--- src/rtl/ram_port_arbiter_pkg.sv ---
// Shared types for the two-requester RAM port arbiter: port ids, priority
// state, in-flight read entries and the combinational arbitration rule.
package ram_port_arbiter_pkg;

    localparam logic PORT1_ID = 1'b0;
    localparam logic PORT2_ID = 1'b1;

    typedef enum logic {
        PRIO_PORT1 = 1'b0,
        PRIO_PORT2 = 1'b1
    } prio_e;

    typedef enum logic [1:0] {
        GRANT_NONE = 2'd0,
        GRANT_P1   = 2'd1,
        GRANT_P2   = 2'd2
    } grant_e;

    typedef struct packed {
        logic valid;
        logic id;
    } inflight_t;

    function automatic grant_e arbitrate(input logic v1, input logic v2, input prio_e prio);
        grant_e g;
        g = GRANT_NONE;
        if (v1 && (!v2 || prio == PRIO_PORT1)) begin
            g = GRANT_P1;
        end else if (v2) begin
            g = GRANT_P2;
        end else begin
            g = GRANT_NONE;
        end
        return g;
    endfunction

endpackage

--- src/rtl/ram_port_arbiter_if.sv ---
// Requester handshakes for both ports plus the shared RAM port signals.
// The arbiter sits on the slave modport; requesters and the RAM on master.
interface ram_port_arbiter_if #(
    parameter int DATA_WIDTH = 8,
    parameter int ADDR_WIDTH = 10
);
    logic                  valid1;
    logic                  ready1;
    logic                  write1;
    logic [ADDR_WIDTH-1:0] addr1;
    logic [DATA_WIDTH-1:0] idata1;
    logic                  rvalid1;
    logic [DATA_WIDTH-1:0] rdata1;

    logic                  valid2;
    logic                  ready2;
    logic                  write2;
    logic [ADDR_WIDTH-1:0] addr2;
    logic [DATA_WIDTH-1:0] idata2;
    logic                  rvalid2;
    logic [DATA_WIDTH-1:0] rdata2;

    logic                  ram_enable;
    logic                  ram_write;
    logic [ADDR_WIDTH-1:0] ram_addr;
    logic [DATA_WIDTH-1:0] ram_idata;
    logic [DATA_WIDTH-1:0] ram_odata;

    modport slave (
        input  valid1, write1, addr1, idata1,
        output ready1, rvalid1, rdata1,
        input  valid2, write2, addr2, idata2,
        output ready2, rvalid2, rdata2,
        output ram_enable, ram_write, ram_addr, ram_idata,
        input  ram_odata
    );

    modport master (
        output valid1, write1, addr1, idata1,
        input  ready1, rvalid1, rdata1,
        output valid2, write2, addr2, idata2,
        input  ready2, rvalid2, rdata2,
        input  ram_enable, ram_write, ram_addr, ram_idata,
        output ram_odata
    );

endinterface

--- src/rtl/ram_arbiter_pipe.sv ---
// LATENCY-deep shift register of {valid, id} entries that follows each
// accepted request until its RAM read data appears.
module ram_arbiter_pipe
    import ram_port_arbiter_pkg::*;
#(
    parameter int LATENCY = 1
) (
    input  logic      clock,
    input  logic      reset,
    input  inflight_t head,
    output inflight_t tail
);

    inflight_t stage_r [LATENCY];

    // Shift entries one stage per clock; reset drops everything in flight.
    always_ff @(posedge clock or posedge reset) begin
        if (reset) begin
            for (int i = 0; i < LATENCY; i++) begin
                stage_r[i] <= '0;
            end
        end else begin
            stage_r[0] <= head;
            for (int i = 1; i < LATENCY; i++) begin
                stage_r[i] <= stage_r[i-1];
            end
        end
    end

    assign tail = stage_r[LATENCY-1];

endmodule

--- src/rtl/ram_port_arbiter.sv ---
// Round-robin arbiter sharing one block-RAM port between two requesters and
// steering each read result back to the port that issued it.
module ram_port_arbiter
    import ram_port_arbiter_pkg::*;
#(
    parameter int DATA_WIDTH = 8,
    parameter int ADDR_WIDTH = 10,
    parameter int LATENCY    = 1
) (
    input  logic               clock,
    input  logic               reset,
    ram_port_arbiter_if.slave  bus
);

    if (LATENCY != 1 && LATENCY != 2) begin : g_bad_latency
        $fatal(1, "ram_port_arbiter: LATENCY must be 1 or 2");
    end

    prio_e                 prio_r;
    prio_e                 prio_next_s;
    grant_e                grant_s;
    inflight_t             head_s;
    inflight_t             tail_s;
    logic [ADDR_WIDTH-1:0] addr_s;
    logic [DATA_WIDTH-1:0] idata_s;

    // Grant selection; nothing is granted while reset is held.
    always_comb begin
        grant_s = GRANT_NONE;
        if (reset) begin
            grant_s = GRANT_NONE;
        end else begin
            grant_s = arbitrate(bus.valid1, bus.valid2, prio_r);
        end
    end

    // The port just served loses preference; idle cycles keep it.
    always_comb begin
        prio_next_s = prio_r;
        case (grant_s)
            GRANT_P1: prio_next_s = PRIO_PORT2;
            GRANT_P2: prio_next_s = PRIO_PORT1;
            default:  prio_next_s = prio_r;
        endcase
    end

    // Priority state register.
    always_ff @(posedge clock or posedge reset) begin
        if (reset) begin
            prio_r <= PRIO_PORT1;
        end else begin
            prio_r <= prio_next_s;
        end
    end

    // Mux the granted request onto the RAM port and tag reads for return.
    always_comb begin
        bus.ready1     = 1'b0;
        bus.ready2     = 1'b0;
        bus.ram_enable = 1'b0;
        bus.ram_write  = 1'b0;
        addr_s         = '0;
        idata_s        = '0;
        head_s         = '0;
        case (grant_s)
            GRANT_P1: begin
                bus.ready1     = 1'b1;
                bus.ram_enable = 1'b1;
                bus.ram_write  = bus.write1;
                addr_s         = bus.addr1;
                idata_s        = bus.idata1;
                head_s.valid   = ~bus.write1;
                head_s.id      = PORT1_ID;
            end
            GRANT_P2: begin
                bus.ready2     = 1'b1;
                bus.ram_enable = 1'b1;
                bus.ram_write  = bus.write2;
                addr_s         = bus.addr2;
                idata_s        = bus.idata2;
                head_s.valid   = ~bus.write2;
                head_s.id      = PORT2_ID;
            end
            default: begin
                head_s = '0;
            end
        endcase
    end

    assign bus.ram_addr  = addr_s;
    assign bus.ram_idata = idata_s;

    ram_arbiter_pipe #(
        .LATENCY (LATENCY)
    ) u_pipe (
        .clock (clock),
        .reset (reset),
        .head  (head_s),
        .tail  (tail_s)
    );

    // Read data is shared; only the rvalid of the issuing port rises.
    assign bus.rvalid1 = tail_s.valid && (tail_s.id == PORT1_ID);
    assign bus.rvalid2 = tail_s.valid && (tail_s.id == PORT2_ID);
    assign bus.rdata1  = bus.ram_odata;
    assign bus.rdata2  = bus.ram_odata;

endmodule

--- src/flat_wrapper.sv ---
// flat-port wrapper written by rule: the top's interface ports become plain ports
module ram_port_arbiter_flat import ram_port_arbiter_pkg::*;
#(
    parameter int DATA_WIDTH = 8,
    parameter int ADDR_WIDTH = 10,
    parameter int LATENCY    = 1
)
  (clock, reset, bus_valid1, bus_write1, bus_addr1, bus_idata1, bus_ready1, bus_rvalid1, bus_rdata1, bus_valid2, bus_write2, bus_addr2, bus_idata2, bus_ready2, bus_rvalid2, bus_rdata2, bus_ram_enable, bus_ram_write, bus_ram_addr, bus_ram_idata, bus_ram_odata);
  ram_port_arbiter_if #(.DATA_WIDTH(DATA_WIDTH), .ADDR_WIDTH(ADDR_WIDTH)) bus_i ();
  input  logic clock;
  input  logic reset;
  input wire logic [$bits(bus_i.valid1)-1:0] bus_valid1;
  input wire logic [$bits(bus_i.write1)-1:0] bus_write1;
  input wire logic [$bits(bus_i.addr1)-1:0] bus_addr1;
  input wire logic [$bits(bus_i.idata1)-1:0] bus_idata1;
  output wire logic [$bits(bus_i.ready1)-1:0] bus_ready1;
  output wire logic [$bits(bus_i.rvalid1)-1:0] bus_rvalid1;
  output wire logic [$bits(bus_i.rdata1)-1:0] bus_rdata1;
  input wire logic [$bits(bus_i.valid2)-1:0] bus_valid2;
  input wire logic [$bits(bus_i.write2)-1:0] bus_write2;
  input wire logic [$bits(bus_i.addr2)-1:0] bus_addr2;
  input wire logic [$bits(bus_i.idata2)-1:0] bus_idata2;
  output wire logic [$bits(bus_i.ready2)-1:0] bus_ready2;
  output wire logic [$bits(bus_i.rvalid2)-1:0] bus_rvalid2;
  output wire logic [$bits(bus_i.rdata2)-1:0] bus_rdata2;
  output wire logic [$bits(bus_i.ram_enable)-1:0] bus_ram_enable;
  output wire logic [$bits(bus_i.ram_write)-1:0] bus_ram_write;
  output wire logic [$bits(bus_i.ram_addr)-1:0] bus_ram_addr;
  output wire logic [$bits(bus_i.ram_idata)-1:0] bus_ram_idata;
  input wire logic [$bits(bus_i.ram_odata)-1:0] bus_ram_odata;
  assign bus_i.valid1 = bus_valid1;
  assign bus_i.write1 = bus_write1;
  assign bus_i.addr1 = bus_addr1;
  assign bus_i.idata1 = bus_idata1;
  assign bus_ready1 = bus_i.ready1;
  assign bus_rvalid1 = bus_i.rvalid1;
  assign bus_rdata1 = bus_i.rdata1;
  assign bus_i.valid2 = bus_valid2;
  assign bus_i.write2 = bus_write2;
  assign bus_i.addr2 = bus_addr2;
  assign bus_i.idata2 = bus_idata2;
  assign bus_ready2 = bus_i.ready2;
  assign bus_rvalid2 = bus_i.rvalid2;
  assign bus_rdata2 = bus_i.rdata2;
  assign bus_ram_enable = bus_i.ram_enable;
  assign bus_ram_write = bus_i.ram_write;
  assign bus_ram_addr = bus_i.ram_addr;
  assign bus_ram_idata = bus_i.ram_idata;
  assign bus_i.ram_odata = bus_ram_odata;
  ram_port_arbiter #(.DATA_WIDTH(DATA_WIDTH), .ADDR_WIDTH(ADDR_WIDTH), .LATENCY(LATENCY)) u_core (.clock(clock), .reset(reset), .bus(bus_i));
endmodule
--- config.mk ---
export PLATFORM = sky130hd
export DESIGN_NAME = ram_port_arbiter_flat
export DESIGN_NICKNAME = d
export VERILOG_FILES = /design/src/rtl/ram_port_arbiter_pkg.sv /design/src/rtl/ram_port_arbiter_if.sv /design/src/rtl/ram_arbiter_pipe.sv /design/src/rtl/ram_port_arbiter.sv /design/src/flat_wrapper.sv
export SDC_FILE = /design/constraint.sdc
export NUM_CORES = 1
export LEC_CHECK = 0
export CAP_MARGIN = 10
export CORE_UTILIZATION = 31
export CTS_BUF_LIST = sky130_fd_sc_hd__clkbuf_4
export DETAILED_ROUTE_END_ITERATION = 16
export HOLD_SLACK_MARGIN = 0.1
export PLACE_DENSITY = 0.93
export SYNTH_ARGS = -nofsm -noshare
export SYNTH_HDL_FRONTEND = slang
export SYNTH_SLANG_ARGS = --single-unit
--- constraint.sdc ---
create_clock -name clock -period 1.3 [get_ports clock]
set_input_delay 0.325 -clock clock [delete_from_list [all_inputs] [get_ports clock]]
set_output_delay 0.325 -clock clock [all_outputs]
set_load 0.01 [all_outputs]
---- After elaboration in Yosys (flattened, before gate mapping) ----
Index checks and enable logic that the tools add are counted.
storage, ports and cells
  word-level logic and storage cells ...... 27
  bits in registers ....................... 3
operators by class
  reductions and logical operators ........ 7
  eq/ne operators ......................... 2
  bitwise gates (word level) .............. 4
  mux-type cells .......................... 11
operator list
  cell                  number
  $pmux W10 S2          1
  $pmux W8 S2           1
  $mux W2               3
  $not A1 Y1            4
  $pmux W1 S2           2
  $pmux W2 S2           1
  $logic_and A1 B1 Y1   3
  $mux W1               3
  $eq A2 B1 Y1 const B  1
  $eq A2 B2 Y1 const B  1
  $reduce_bool A2 Y1    1
  $reduce_or A2 Y1      1
  $logic_not A1 Y1      1
  $logic_or A1 B1 Y1    1

---- Logic depth before layout (Yosys ltp) ----
  depth after elaboration ................. 8
  depth in mapped cells ................... 3
  depth with buffers taken out ............ 2

---- Cells and area by module ----
Synthesis repeated with hierarchy kept, for this count alone.
unflattened totals
  cells, all modules ...................... 102
  area, all modules ....................... 1092.3 um^2
by module, submodules not included
  module            cells each  seq. area each (um^2)  instances  area each (um^2)
  ram_port_arbiter  99          25.0                   1          1038.5
  ram_arbiter_pipe  3           50.0                   1          53.8

---- Worst setup path before layout ----
Ideal clock, no wire load.
  path type ............................... in2out
  start ................................... in bus_valid1
  end ..................................... out bus_ram_addr[9]
  buffers on the path ..................... 1
  path slack .............................. 0.036 ns
  stages on the path ...................... 3
  data arrival time ....................... 0.939 ns
  cells stage by stage .................... nor2b_2 > buf_6 > o32ai_2
between the ends
  longest elaborated chain between the ends .. 5
RTL lines
  item                                          RTL line                    text
  start: declaration                            flat_wrapper.sv:12          input wire logic [$bits(bus_i.valid1)-1:0] bus_valid1;
  $logic_and A1 B1 Y1 (*)                       ram_port_arbiter_pkg.sv:27  if (v1 && (!v2 || prio == PRIO_PORT1)) begin
  $mux W2 (*)                                   ram_port_arbiter_pkg.sv:27
  $mux W2 (*)                                   ram_port_arbiter.sv:30      if (reset) begin
  $eq A2 B2 Y1 or $eq A2 B1 Y1 (tied branches)  ram_port_arbiter.sv:65      case (grant_s)
  $pmux W10 S2 (*)                              ram_port_arbiter.sv:65
  end: declaration                              flat_wrapper.sv:28          output wire logic [$bits(bus_i.ram_addr)-1:0] bus_ram_addr;
Mark *: on every way between the ends. The rest lies on a longest branch, timed or not.

---- Worst setup path after layout ----
  start ................................... reg u_core.prio_r
  end ..................................... out bus_ram_addr[0]
between the ends
  longest elaborated chain between the ends .. 7
RTL lines
  item                                          RTL line                    text
  start: declaration                            ram_port_arbiter.sv:19      prio_e prio_r;
  start signal: assignment                      ram_port_arbiter.sv:52      prio_r <= prio_next_s;
  $not A1 Y1 (*)                                ram_port_arbiter_pkg.sv:27
  $logic_or A1 B1 Y1 (*)                        ram_port_arbiter_pkg.sv:27
  $logic_and A1 B1 Y1 (*)                       ram_port_arbiter_pkg.sv:27
  $mux W2 (*)                                   ram_port_arbiter_pkg.sv:27
  $mux W2 (*)                                   ram_port_arbiter.sv:30
  $eq A2 B2 Y1 or $eq A2 B1 Y1 (tied branches)  ram_port_arbiter.sv:65
  $pmux W10 S2 (*)                              ram_port_arbiter.sv:65
Marks and branches as above.

==> flow_summary.json <==
{
  "syn_area_per_cell_um2": 9.03,
  "reg2regPathDepth": 6,
  "die-area_mm2": 0.00319,
  "ios": 90,
  "required_ps": 980,
  "antenna_found_initial": 0,
  "clock_skew_ps": 2.56,
  "fp.coreArea_mm2": 0.00278,
  "synth_nets": 152,
  "r2r_slack_ps": 20,
  "outcome": "complete, but fails checks",
  "final-instance-count-excl-fill": 197,
  "fp-row-count": 19,
  "grt_first_pass_wirelength_um": 5110,
  "cts_root_buffer": "clkbuf_4",
  "critPathLaunch": "u_core.prio_r",
  "finalCritPeriodShare": 1.37,
  "setup_viol": 21,
  "drv_cap": 0,
  "hpwl_um": 1830,
  "synth_top_area_cell": "o32ai_2",
  "slowest_delay_ps": 400,
  "hold_viol": 0,
  "critPathMaxFanout": 5,
  "ys_ff_latch": 3,
  "worstMarginPinSlew_ps": 272,
  "cp.arrival_ps": 1460,
  "initial_core_util": 0.331,
  "hp-class": "input port to asynchronous set/reset pin",
  "grtUsageTotal": 0.207,
  "maxSlewHeadroom": 0.819,
  "drv_slew": 0,
  "place_congestion": 0.727,
  "vias_per_cell": 5.10,
  "grt_max_degree": 24,
  "cts_sinks": 3,
  "yosysMostFrequentCell": "nand2b_1",
  "clk_pin_slew_ps": 40,
  "grt_overflow": 0,
  "first_pass_iters": 4,
  "synth_edf_count": 0,
  "place_inst": 178,
  "yosys-top-cells-count": "nand2b_1, o32ai_2, buf_4",
  "die_w_um": 56.5,
  "synthFlopType": "dfrtp_1",
  "powerDensity_mw_per_mm2": 625,
  "synth_top_cells_by_area": "o32ai_2, nand2b_1, buf_4",
  "cpMaxStageDelayCell": "dfrtp_2",
  "synth_cell_type_count": 17,
  "p_leak_nw": 0.693,
  "ir_drop_mv": 0.450,
  "clockBufferDepth": 2,
  "failed_checks": "negative setup slack",
  "htreeDepth": 1,
  "synth_area_um2": 921,
  "fmax_mhz": 560,
  "drt-initial-drc-count": 29,
  "fill_cells": 248,
  "crit_type": "register to output port",
  "cts_tree": "done",
  "syn_to_final_growth_pct": 82.7,
  "clkLatencyLatePin_ps": 240,
  "rr_startpoint": "u_core.prio_r",
  "io_buffers": 65,
  "die_h_um": 56.5,
  "timing.critical_path.mode_cell": "buf_6",
  "diodes": 0,
  "synth_top_area_frac": 0.353,
  "drt_wl_total_um": 3230,
  "grt_pass1_vias": 1112,
  "grt_setup_unrepaired": "yes",
  "drc": 0,
  "vias": 1004,
  "nets": 217,
  "routedWlPerCell_um": 16.4,
  "async_flop_share": 1.00,
  "drive_gt1_frac": 0.476,
  "netlist_instances": 102,
  "critPathCaptureType": "output port",
  "finalCriticalPeriod_ps": 1790,
  "rr_endpoint": "u_core.u_pipe.tail[1]",
  "antenna_left": 0,
  "setup_ws_ps": -486,
  "cts_hold_buf": 0,
  "whs_ps": 177,
  "final_core_util": 0.605,
  "cts_buffers": 3,
  "seq_area_frac_synth": 0.0815,
  "yosys_warnings": 0,
  "start_kind": "register",
  "crit_chain": "buf_4 > buf_6 > nor2b_4 > buf_6 > o32ai_4 > buf_2"
}
[per-layer routing]
layer,GRT usage,wire length [um],up-vias
li1,-,-,472
met1,0.220,1220,486
met2,0.371,1760,38
met3,0.0392,178,8
met4,0.129,72,0
met5,0,0,-
[through the flow]
| step | power (mW) | area (um2) | setup slack, ps | TNS, ps |
|---|---|---|---|---|
| after CTS | 1.00 | 1630 | -454 | -9110 |
| after detailed placement | 0.678 | 1480 | -1590 | -34920 |
| after global placement | 0.661 | 1480 | -1520 | -33460 |
| final | 1.05 | 1680 | -486 | -9720 |
| after global routing | 1.10 | 1680 | -524 | -10460 |
| after floorplan | 0.451 | 921 | 36.1 | 0 |
[worst max-delay path, delay by kind of cell, from the launching register on]
family          cells  cell delay [ps]
simple gates        1              180
compound gates      1               80
flops               1              400
buf+inv             4              550
[report_power, final]
group / switching, mW / leakage [nW] / internal [mW] / total [mW]
Sequential: 0.00722 / 0.0374 / 0.106 / 0.113
Combinational: 0.308 / 0.637 / 0.435 / 0.743
Clock: 0.0595 / 0.0184 / 0.137 / 0.196
Total: 0.375 / 0.693 / 0.677 / 1.05
[state kept, by name, summed over array words and instances, names as in the netlist]
signal              flops
u_core.prio_r           1
u_core.u_pipe.tail      2
[placed cells by master (no fill, tap or decap), drive strengths merged]
cell,instances
a21bo,1
nor2,5
or2,2
nand2b,39
a22o,1
buf,43
nor2b,3
and2,1
clkbuf,8
inv,2
dfrtp,3
clkdlybuf4s50,38
o32ai,20
[cell families after synthesis]
logic type      synth area share
compound gates             0.374
flops                     0.0815
buf+inv                    0.223
simple gates               0.322
[worst max path at each step]
stage / cells after the start / end / slack, ps
floorplan: 3 / bus_ram_addr[9] / 40
global placement: 4 / bus_ram_addr[2] / -1520
detailed placement: 4 / bus_ram_idata[3] / -1590
CTS: 5 / bus_ram_addr[4] / -450
global route: 6 / bus_ram_addr[0] / -520
finish: 6 / bus_ram_addr[0] / -490
[cell type report]
class,count,area [um2],share of cell area
repair buffers,85,802,0.477
multi-input cells,72,723,0.430
flip-flops and latches,3,76.3,0.0454
well taps,31,38.8,0.0230
clock buffers,4,30.0,0.0178
inverters,2,12.5,0.00743
[timing repair]
item                                    in CTS  in global routing
gates resized for setup                    118                 10
gates cloned                                 4                  1
setup buffers                                9                  1
pin swaps                                    4                  1
endpoints found under the setup margin      26                 24
Note: power is estimated with default switching activity, not from simulation.
